$ cat config.mk
export PLATFORM = sky130hd
export DESIGN_NAME = uart_loader_flat
export DESIGN_NICKNAME = d
export VERILOG_FILES = /design/src/rtl/uart_loader_if.sv /design/src/rtl/uart_loader.sv /design/src/flat_wrapper.sv
export SDC_FILE = /design/constraint.sdc
export NUM_CORES = 1
export LEC_CHECK = 0
export BUFFER_PORTS_ARGS = -buffer_cell sky130_fd_sc_hd__buf_2
export CAP_MARGIN = 20
export CORE_UTILIZATION = 60
export CTS_BUF_LIST = sky130_fd_sc_hd__clkbuf_4
export DETAILED_ROUTE_END_ITERATION = 16
export GPL_TIMING_DRIVEN = 1
export PLACE_DENSITY = 0.82
export SYNTH_ARGS = -nofsm -noshare
export SYNTH_HDL_FRONTEND = slang
export SYNTH_SLANG_ARGS = --single-unit
$ cat constraint.sdc
create_clock -name clk -period 5.1 [get_ports clk]
set_input_delay 0.255 -clock clk [delete_from_list [all_inputs] [get_ports clk]]
set_output_delay 0.255 -clock clk [all_outputs]
set_load 0.005 [all_outputs]
$ cat src/rtl/uart_loader_if.sv
// uart_loader_if: receive-byte handshake and instruction-memory write bus
// between the UART receiver, the program loader and instruction memory.
interface uart_loader_if #(
  parameter int unsigned DATA_WIDTH = 16,
  parameter int unsigned ADDR_WIDTH = 8
);
  logic                  packet_ready;
  logic [7:0]            uart_packet;
  logic                  packet_ack;
  logic                  imem_we;
  logic [ADDR_WIDTH-1:0] imem_addr;
  logic [DATA_WIDTH-1:0] imem_wdata;

  // Loader side: consumes bytes, drives the memory write port.
  modport master (
    input  packet_ready, uart_packet,
    output packet_ack, imem_we, imem_addr, imem_wdata
  );

  // Environment side: byte source and memory sink.
  modport slave (
    output packet_ready, uart_packet,
    input  packet_ack, imem_we, imem_addr, imem_wdata
  );
endinterface

$ cat src/rtl/uart_loader.sv
// uart_loader: parses framed load records (SYNC 0xA5, COUNT, words MSB
// first, optional CHK) from the UART receiver and streams the assembled
// words into instruction memory while the core is halted.
// Optional feature macro: UART_LOADER_CHECKSUM_EN (frame carries a CHK
// byte that is verified against the 8-bit sum of COUNT and data bytes).
module uart_loader #(
  parameter int unsigned DATA_WIDTH     = 16,
  parameter int unsigned ADDR_WIDTH     = 8,
  parameter int unsigned TIMEOUT_CYCLES = 1_000_000
) (
  input  logic          clk,
  input  logic          rst,
  input  logic          HALT_flag,
  uart_loader_if.master bus,
  output logic          load_done,
  output logic          load_error,
  output logic [1:0]    err_code
);
  localparam int unsigned BYTES = DATA_WIDTH / 8;
  localparam int unsigned BW    = (BYTES > 1) ? $clog2(BYTES) : 1;
  localparam int unsigned TW    = (TIMEOUT_CYCLES > 1) ? $clog2(TIMEOUT_CYCLES + 1) : 1;

  typedef enum logic [2:0] {S_IDLE, S_COUNT, S_DATA, S_WRITE, S_CHK} state_t;

  state_t                state_q, state_d;
  logic                  ack_q, ack_d;
  logic                  we_q, we_d;
  logic [ADDR_WIDTH-1:0] addr_q, addr_d;
  logic [DATA_WIDTH-1:0] wdata_q, wdata_d;
  logic [DATA_WIDTH-1:0] word_q, word_d;
  logic                  done_q, done_d;
  logic                  error_q, error_d;
  logic [1:0]            err_q, err_d;
  logic [7:0]            remain_q, remain_d;
  logic [7:0]            chk_q, chk_d;
  logic [BW-1:0]         bytes_q, bytes_d;
  logic [TW-1:0]         tmo_q, tmo_d;
  logic                  consume;
  logic                  tmo_hit;
  logic [7:0]            rx_byte;

  assign rx_byte = bus.uart_packet;
  // The registered ack blocks a second consume of the same byte.
  assign consume = HALT_flag && bus.packet_ready && !ack_q;

  // Next-state, datapath and output computation for the frame parser.
  always_comb begin
    state_d  = state_q;
    ack_d    = consume;
    we_d     = 1'b0;
    addr_d   = addr_q;
    wdata_d  = wdata_q;
    word_d   = word_q;
    done_d   = 1'b0;
    error_d  = 1'b0;
    err_d    = err_q;
    remain_d = remain_q;
    chk_d    = chk_q;
    bytes_d  = bytes_q;
    tmo_d    = '0;
    tmo_hit  = 1'b0;

    // Inter-byte watchdog runs only while waiting on a byte inside a frame;
    // a byte on the firing edge wins.
    if (state_q == S_COUNT || state_q == S_DATA || state_q == S_CHK) begin
      if (consume) begin
        tmo_d = '0;
      end else begin
        tmo_d   = tmo_q + 1'b1;
        tmo_hit = (tmo_q == TW'(TIMEOUT_CYCLES - 1));
      end
    end else if (state_q == S_WRITE) begin
      tmo_d = tmo_q;
    end

    case (state_q)
      S_IDLE: begin
        if (consume && rx_byte == 8'hA5) begin
          state_d = S_COUNT;
          err_d   = 2'b00;
          addr_d  = '0;
        end
      end
      S_COUNT: begin
        if (consume) begin
          remain_d = rx_byte;
          chk_d    = rx_byte;
          bytes_d  = '0;
          word_d   = '0;
          if (rx_byte == 8'h00) begin
`ifdef UART_LOADER_CHECKSUM_EN
            state_d = S_CHK;
`else
            state_d = S_IDLE;
            done_d  = 1'b1;
`endif
          end else begin
            state_d = S_DATA;
          end
        end
      end
      S_DATA: begin
        if (consume) begin
          word_d = (word_q << 8) | DATA_WIDTH'(rx_byte);
          chk_d  = chk_q + rx_byte;
          if (bytes_q == BW'(BYTES - 1)) begin
            bytes_d = '0;
            we_d    = 1'b1;
            wdata_d = word_d;
            state_d = S_WRITE;
          end else begin
            bytes_d = bytes_q + 1'b1;
          end
        end
      end
      S_WRITE: begin
        addr_d   = addr_q + 1'b1;
        remain_d = remain_q - 1'b1;
        if (remain_q == 8'd1) begin
`ifdef UART_LOADER_CHECKSUM_EN
          state_d = S_CHK;
`else
          state_d = S_IDLE;
          done_d  = 1'b1;
`endif
        end else begin
          state_d = S_DATA;
        end
      end
      S_CHK: begin
        if (consume) begin
          state_d = S_IDLE;
          if (rx_byte == chk_q) begin
            done_d = 1'b1;
          end else begin
            error_d = 1'b1;
            err_d   = 2'b01;
          end
        end
      end
      default: state_d = S_IDLE;
    endcase

    if (tmo_hit) begin
      state_d = S_IDLE;
      error_d = 1'b1;
      err_d   = 2'b10;
      tmo_d   = '0;
    end

    // Leaving HALT acts as a reset that keeps the last error code visible.
    if (!HALT_flag) begin
      state_d  = S_IDLE;
      ack_d    = 1'b0;
      we_d     = 1'b0;
      addr_d   = '0;
      wdata_d  = '0;
      word_d   = '0;
      done_d   = 1'b0;
      error_d  = 1'b0;
      err_d    = err_q;
      remain_d = '0;
      chk_d    = '0;
      bytes_d  = '0;
      tmo_d    = '0;
    end
  end

  // State and registered outputs with synchronous reset.
  always_ff @(posedge clk) begin
    if (rst) begin
      state_q  <= S_IDLE;
      ack_q    <= 1'b0;
      we_q     <= 1'b0;
      addr_q   <= '0;
      wdata_q  <= '0;
      word_q   <= '0;
      done_q   <= 1'b0;
      error_q  <= 1'b0;
      err_q    <= 2'b00;
      remain_q <= '0;
      chk_q    <= '0;
      bytes_q  <= '0;
      tmo_q    <= '0;
    end else begin
      state_q  <= state_d;
      ack_q    <= ack_d;
      we_q     <= we_d;
      addr_q   <= addr_d;
      wdata_q  <= wdata_d;
      word_q   <= word_d;
      done_q   <= done_d;
      error_q  <= error_d;
      err_q    <= err_d;
      remain_q <= remain_d;
      chk_q    <= chk_d;
      bytes_q  <= bytes_d;
      tmo_q    <= tmo_d;
    end
  end

  assign bus.packet_ack = ack_q;
  assign bus.imem_we    = we_q;
  assign bus.imem_addr  = addr_q;
  assign bus.imem_wdata = wdata_q;
  assign load_done      = done_q;
  assign load_error     = error_q;
  assign err_code       = err_q;
endmodule
$ cat src/flat_wrapper.sv
// flat-port wrapper written by rule: the top's interface ports become plain ports
module uart_loader_flat 
#(
  parameter int unsigned DATA_WIDTH     = 16,
  parameter int unsigned ADDR_WIDTH     = 8,
  parameter int unsigned TIMEOUT_CYCLES = 1_000_000
)
  (clk, rst, HALT_flag, load_done, load_error, err_code, bus_packet_ready, bus_uart_packet, bus_packet_ack, bus_imem_we, bus_imem_addr, bus_imem_wdata);
  uart_loader_if #(.DATA_WIDTH(DATA_WIDTH), .ADDR_WIDTH(ADDR_WIDTH)) bus_i ();
  input  logic clk;
  input  logic rst;
  input  logic HALT_flag;
  output logic load_done;
  output logic load_error;
  output logic [1:0] err_code;
  input wire logic [$bits(bus_i.packet_ready)-1:0] bus_packet_ready;
  input wire logic [$bits(bus_i.uart_packet)-1:0] bus_uart_packet;
  output wire logic [$bits(bus_i.packet_ack)-1:0] bus_packet_ack;
  output wire logic [$bits(bus_i.imem_we)-1:0] bus_imem_we;
  output wire logic [$bits(bus_i.imem_addr)-1:0] bus_imem_addr;
  output wire logic [$bits(bus_i.imem_wdata)-1:0] bus_imem_wdata;
  assign bus_i.packet_ready = bus_packet_ready;
  assign bus_i.uart_packet = bus_uart_packet;
  assign bus_packet_ack = bus_i.packet_ack;
  assign bus_imem_we = bus_i.imem_we;
  assign bus_imem_addr = bus_i.imem_addr;
  assign bus_imem_wdata = bus_i.imem_wdata;
  uart_loader #(.DATA_WIDTH(DATA_WIDTH), .ADDR_WIDTH(ADDR_WIDTH), .TIMEOUT_CYCLES(TIMEOUT_CYCLES)) u_core (.clk(clk), .rst(rst), .HALT_flag(HALT_flag), .bus(bus_i), .load_done(load_done), .load_error(load_error), .err_code(err_code));
endmodule
==> impl_metrics.yaml, run 1 <==
synthesis:
  synth_seq_area_share: 0.414
  synthArstFlopShare: 0
  yosys.cell_types.count: 56
  synth_edf_count: 0
  synth_fp_nets: 420
  synth-seq-cells: 68
  avgSynthCellArea_um2: 8.24
  synth_area_mm2: 0.00329
  ys.warnings.count: 0
  synth_cells: 399
  synthFlopType: "dfxtp_1"
sta:
  fin_tns_setup_ps: 0
  slew_headroom: 0.306
  finalMaxSlewViolations: 0
  hold_viol_final: 0
  skew_ps: 20.8
  fin_crit_sh: 0.452
  fmax_mhz: 434
  rsz0062_at_grt: "no"
  finalCriticalPeriod_ps: 2310
  setup_viol: 0
  tightest_slew_ps: 1040
setup_path:
  worstSetupEndpointType: "register"
  required_ps: 5440
  crit_arrival_ps: 2650
  critPathLaunchType: "register"
  worstSetupPathType: "reg2reg"
  critical_path.cell_chain: "ha_1 > clkinv_1 > or4_1 > a31oi_1"
  cp_max_fo: 22
  slowest_stage: "ha_1"
  cp_slowest_stage_delay_ps: 630
floorplanning:
  core_mm2: 0.00520
  start_util: 0.631
  die_area_mm2: 0.00578
  pin_count: 42
  die_w_um: 76.0
  rows: 26
  fp.dieH_um: 76.0
min_path:
  hold_class: "in2reg"
routing:
  vias_per_cell: 6.10
  drc_errors: 0
  vias: 3092
  first_pass_iters: 5
  drtAntennaViolNets: 0
  drt_iter0_markers: 279
  routedWlPerCell_um: 14.5
  drt-total-wl_mm: 7.33
layout:
  finalNonFillerCells: 507
  drive_gt1_frac: 0.160
  fill_cells: 449
  diodes: 0
  finish.net_count: 453
  final_util: 0.694
  area_growth_pct: 9.97
status:
  outcome: "complete, no violations"
placement:
  portBuffers: 40
  dp_cells: 490
  dpl.hpwl_mm: 5.18
  finalWeightedCongestion: 0.909
power:
  leakage_nw: 1.20
  peakVddDrop_v: 0.000140
  powerDensity_mw_per_mm2: 235
  power.total_w: 0.000851
global_route:
  grt_max_degree: 40
  grt_usage: 0.270
  grt_pass1_vias: 2723
  antenna_found_initial: 0
  grt-ovfl-total: 0
  grt_pass1_wl_mm: 12.5
clock_tree:
  ctsResizeCount: 0
  cts_hold_buf: 0
  clk_pin_slew_worst_paths_ps: 120
  cts_tree: "built"
  clock_sinks: 68
  cts_buffer_depth: 2
  cts_setup_buffers: 0
  clk_latency_ps: 420
  h-tree-depth: 3
  numCtsBuffers: 9
  cts-root-buf: "clkbuf_4"
flow_run:
  maxCapViolCount: 0
area by class of cell:
type / count / area, um2 / share of cell area
multi-input cells: 300 / 1800 / 0.497
flip-flops and latches: 68 / 1360 / 0.377
repair buffers: 42 / 215 / 0.0595
well taps: 70 / 87.6 / 0.0242
clock buffers: 9 / 67.6 / 0.0187
clock inverters: 7 / 43.8 / 0.0121
inverters: 11 / 41.3 / 0.0114
placed cells by master (no fill, tap or decap), drive strengths merged, types with 3 or more instances in the layout:
cell,count
o311ai,3
o221a,3
o31ai,6
nor3,9
nor4,9
clkinv,7
o21ai,15
or3,7
nand4b,5
a31oi,5
nor2b,3
buf,42
a21o,3
or4,10
inv,10
ha,9
nand4,7
clkbuf,9
a21oi,51
nand3b,5
nor2,26
nand2,56
xnor2,11
nand3,21
and3,5
dfxtp,68
stage by stage:
step	hold slack [ps]	setup WS (ps)	instance area, um2
after floorplan	324	3160	3290
after global placement	439	2910	3500
after detailed placement	444	2810	3500
after CTS	15.6	2780	3610
after global routing	22.7	2630	3610
final	38.6	2790	3610
cells in the mapped netlist, types with 2 or more instances:
master	instances	area, um2
o21ai_0	13	65.1
ha_1	9	113
nand3_1	21	105
nand4b_1	5	43.8
a21oi_1	51	255
xor2_1	2	17.5
a31oi_1	5	31.3
dfxtp_1	68	1360
o21a_1	2	15.0
or2_2	2	12.5
a41oi_1	2	17.5
and3_1	5	31.3
o221a_2	3	33.8
clkbuf_1	17	63.8
nor2b_1	3	18.8
inv_1	10	37.5
o31ai_1	6	45.0
or3_1	7	43.8
nor3_1	9	45.0
nand4_1	7	43.8
a21o_1	3	22.5
nand2_1	56	210
xnor2_1	11	96.3
nand3b_1	5	37.5
nand2b_1	2	12.5
and4_1	2	17.5
nor2_1	26	97.6
o211ai_1	2	15.0
nor4_1	8	50.1
o311ai_0	3	26.3
or4_1	9	67.6
sequential cells by signal (all words and copies together) (netlist names), 2 cells and up:
register	cells
u_core.state_q	2
u_core.tmo_q	20
u_core.word_q	8
u_core.remain_q	8
u_core.bus.imem_wdata	16
u_core.bus.imem_addr	8
cells by family (layout without fill, tap and decap cells):
group                    count (synthesis)  in the layout  share of synthesized area
flip-flops                              68             68                      0.414
AND/OR/NAND/NOR                        173            173                      0.273
AO/OA/AOI/OAI                          102            102                      0.197
XOR/XNOR                                13             13                     0.0346
buffers and inverters                   31             69                     0.0388
adder cells (fa/ha/maj)                  9              9                     0.0343
other                                    1              1                    0.00114
multiplexers                             2              2                    0.00647
per-layer routing:
metal	global-route usage	routed length [um]	up-vias
met2	0.426	3400	113
met1	0.351	3400	1440
met5	0	0	-
li1	-	-	1528
met3	0.0695	434	11
met4	0.110	92	0
report_power, final:
part | leakage, nW | internal, W | switching, W | total, W
clock network | 0.0631 | 0.0000973 | 0.000194 | 0.000291
registers | 0.547 | 0.000531 | 0.000000246 | 0.000531
logic | 0.594 | 0.00000800 | 0.0000203 | 0.0000283
worst paths after layout:
path,endpoint,from,depth (start not counted),slack (ps)
worst max register to register,u_core.bus.imem_addr[5],u_core.state_q[1],4,2790
worst min-delay path,u_core.bus.packet_ack,rst,2,40
worst max-delay path,u_core.bus.imem_addr[5],u_core.state_q[1],4,2790
worst min register to register,u_core.bus.imem_wdata[15],u_core.word_q[7],2,450
critical path: cells and delay by family, from the launching register on:
kind | cells | cell delay [ps]
flops | 1 | 430
fa+ha+maj | 1 | 630
simple gates | 1 | 590
buf+inv | 1 | 430
compound gates | 1 | 170
(Power assumes the default switching activity.)
==> run 2: changes to the inputs <==
--- a/config.mk
+++ b/config.mk
@@ -7,11 +7,11 @@
 export LEC_CHECK = 0
 export BUFFER_PORTS_ARGS = -buffer_cell sky130_fd_sc_hd__buf_2
 export CAP_MARGIN = 20
-export CORE_UTILIZATION = 60
+export CORE_UTILIZATION = 54
 export CTS_BUF_LIST = sky130_fd_sc_hd__clkbuf_4
 export DETAILED_ROUTE_END_ITERATION = 16
 export GPL_TIMING_DRIVEN = 1
-export PLACE_DENSITY = 0.82
+export PLACE_DENSITY = 0.78
 export SYNTH_ARGS = -nofsm -noshare
 export SYNTH_HDL_FRONTEND = slang
 export SYNTH_SLANG_ARGS = --single-unit
==> constraint.sdc (replaced) <==
create_clock -name clk -period 2.1 [get_ports clk]
set_input_delay 0.105 -clock clk [delete_from_list [all_inputs] [get_ports clk]]
set_output_delay 0.105 -clock clk [all_outputs]
set_load 0.005 [all_outputs]
==> impl_metrics.yaml, run 2 (same netlist as run 1, synthesis figures left out) <==
status:
  outcome: "complete, no violations"
clock_tree:
  clock_sinks: 68
  clk_latency_ps: 410
  cts-root-buf: "clkbuf_4"
  h-tree-depth: 3
  cts_tree: "built"
  clk_pin_slew_worst_paths_ps: 110
  cts_buffer_depth: 2
  numCtsBuffers: 9
sta:
  skew_ps: 18.5
  hold_viol_final: 0
  slew_headroom: 0.598
  finalCriticalPeriod_ps: 2020
  setup_viol: 0
  finalMaxSlewViolations: 0
  fmax_mhz: 496
  fin_crit_sh: 0.960
  tightest_slew_ps: 600
layout:
  finish.net_count: 483
  layout_commonest_cell: "dfxtp_1"
  multi_input_area_mm2: 0.00180
  drive_gt1_frac: 0.197
  area_growth_pct: 19.1
  diodes: 0
  layout_common_cells: "dfxtp_1 (68), nand2_1 (56), a21oi_1 (51), buf_2 (40), nor2_1 (26)"
  largest_register: "u_core.tmo_q"
  largest_reg_flops: 20
  register_area_mm2: 0.00136
  fill_cells: 521
  final_cell_area_mm2: 0.00392
  finalNonFillerCells: 542
power:
  powerDensity_mw_per_mm2: 571
  peakVddDrop_v: 0.000424
  power.total_w: 0.00224
  leakage_nw: 1.36
global_route:
  grt_max_degree: 28
  grt_usage: 0.266
  grt_pass1_vias: 2795
  grt-ovfl-total: 0
  antenna_found_initial: 0
  grt_pass1_wl_mm: 13.2
setup_path:
  worstSetupEndpointType: "register"
  cp_max_fo: 14
  required_ps: 2380
  critPathLaunchType: "register"
  worstSetupPathType: "reg2reg"
  crit_arrival_ps: 2300
routing:
  drtAntennaViolNets: 0
  vias_per_cell: 5.91
  vias: 3201
  first_pass_iters: 5
  drc_errors: 0
  drt-total-wl_mm: 8.06
  routedWlPerCell_um: 14.9
  drt_iter0_markers: 255
placement:
  dp_cells: 516
  portBuffers: 40
  dpl_cell_area_mm2: 0.00367
  finalWeightedCongestion: 0.877
  dpl.hpwl_mm: 5.60
floorplanning:
  pin_count: 42
  fp.dieH_um: 80.0
  rows: 28
  die_w_um: 80.0
  die_area_mm2: 0.00640
  start_util: 0.558
  core_mm2: 0.00589
min_path:
  hold_class: "in2reg"
flow_run:
  maxCapViolCount: 0
[run 2: changes by cell type in the layout (fill, tap and decap cells not counted), sizes merged]
cell         before  now
buf              42   62
dlygate4sd3       0   10
clkinv            7    3
bufinv            0    1
clkbuf            9   10
clkinvlp          1    2
inv              10   11
[run 2: final timing paths]
kind	from	to	slack, ps	depth (start not counted)
min	bus_packet_ready	u_core.bus.packet_ack	130	4
max	u_core.tmo_q[7]	u_core.tmo_q[18]	80	5
max reg2reg	u_core.tmo_q[7]	u_core.tmo_q[18]	80	5
min reg2reg	u_core.word_q[0]	u_core.bus.imem_wdata[8]	450	2
[run 2: final cells by class]
| class | instances | area share |
|---|---|---|
| inverter | 11 | 0.0105 |
| clock buffer | 10 | 0.0192 |
| sequential | 68 | 0.348 |
| clock inverter | 6 | 0.0163 |
| tap | 75 | 0.0240 |
| timing repair buffer | 72 | 0.122 |
| multi-input combinational | 300 | 0.460 |
[run 2: repair_timing]
action,in CTS,in global routing
endpoints found under the setup margin,0,1
hold buffers,10,0
gates resized for setup,0,1
endpoints found under the hold margin,14,0
setup buffers,0,0
[run 2: per-stage QoR]
stage / setup WS [ps] / utilization / hold WS [ps] / setup TNS (ps)
floorplan: 164 / - / 174 / 0
global placement: 162 / 0.624 / 335 / 0
detailed placement: 94.7 / 0.624 / 328 / 0
CTS: 60.5 / 0.665 / 126 / 0
global route: -12.0 / 0.665 / 127 / -12.0
finish: 83.3 / 0.665 / 134 / 0
[run 2: layer usage]
layer / GRT usage / vias up / routed length [um]
met5: 0 / - / 0
met4: 0.127 / 0 / 143
met3: 0.0469 / 14 / 558
met2: 0.407 / 121 / 3790
met1: 0.360 / 1490 / 3570
li1: - / 1576 / -
[run 2: where the power goes]
group | total [W] | internal (W) | switching [W]
clock | 0.000852 | 0.000376 | 0.000476
sequential | 0.00129 | 0.00129 | 0.000000587
combinational | 0.0000925 | 0.0000364 | 0.0000561
[run 2: worst max-delay path, stage by stage (launching register included)]
cell,delay (ps)
dfxtp_1,370
or4b_1,560
or4_4,570
o221ai_4,180
buf_12,170
a21oi_1,50
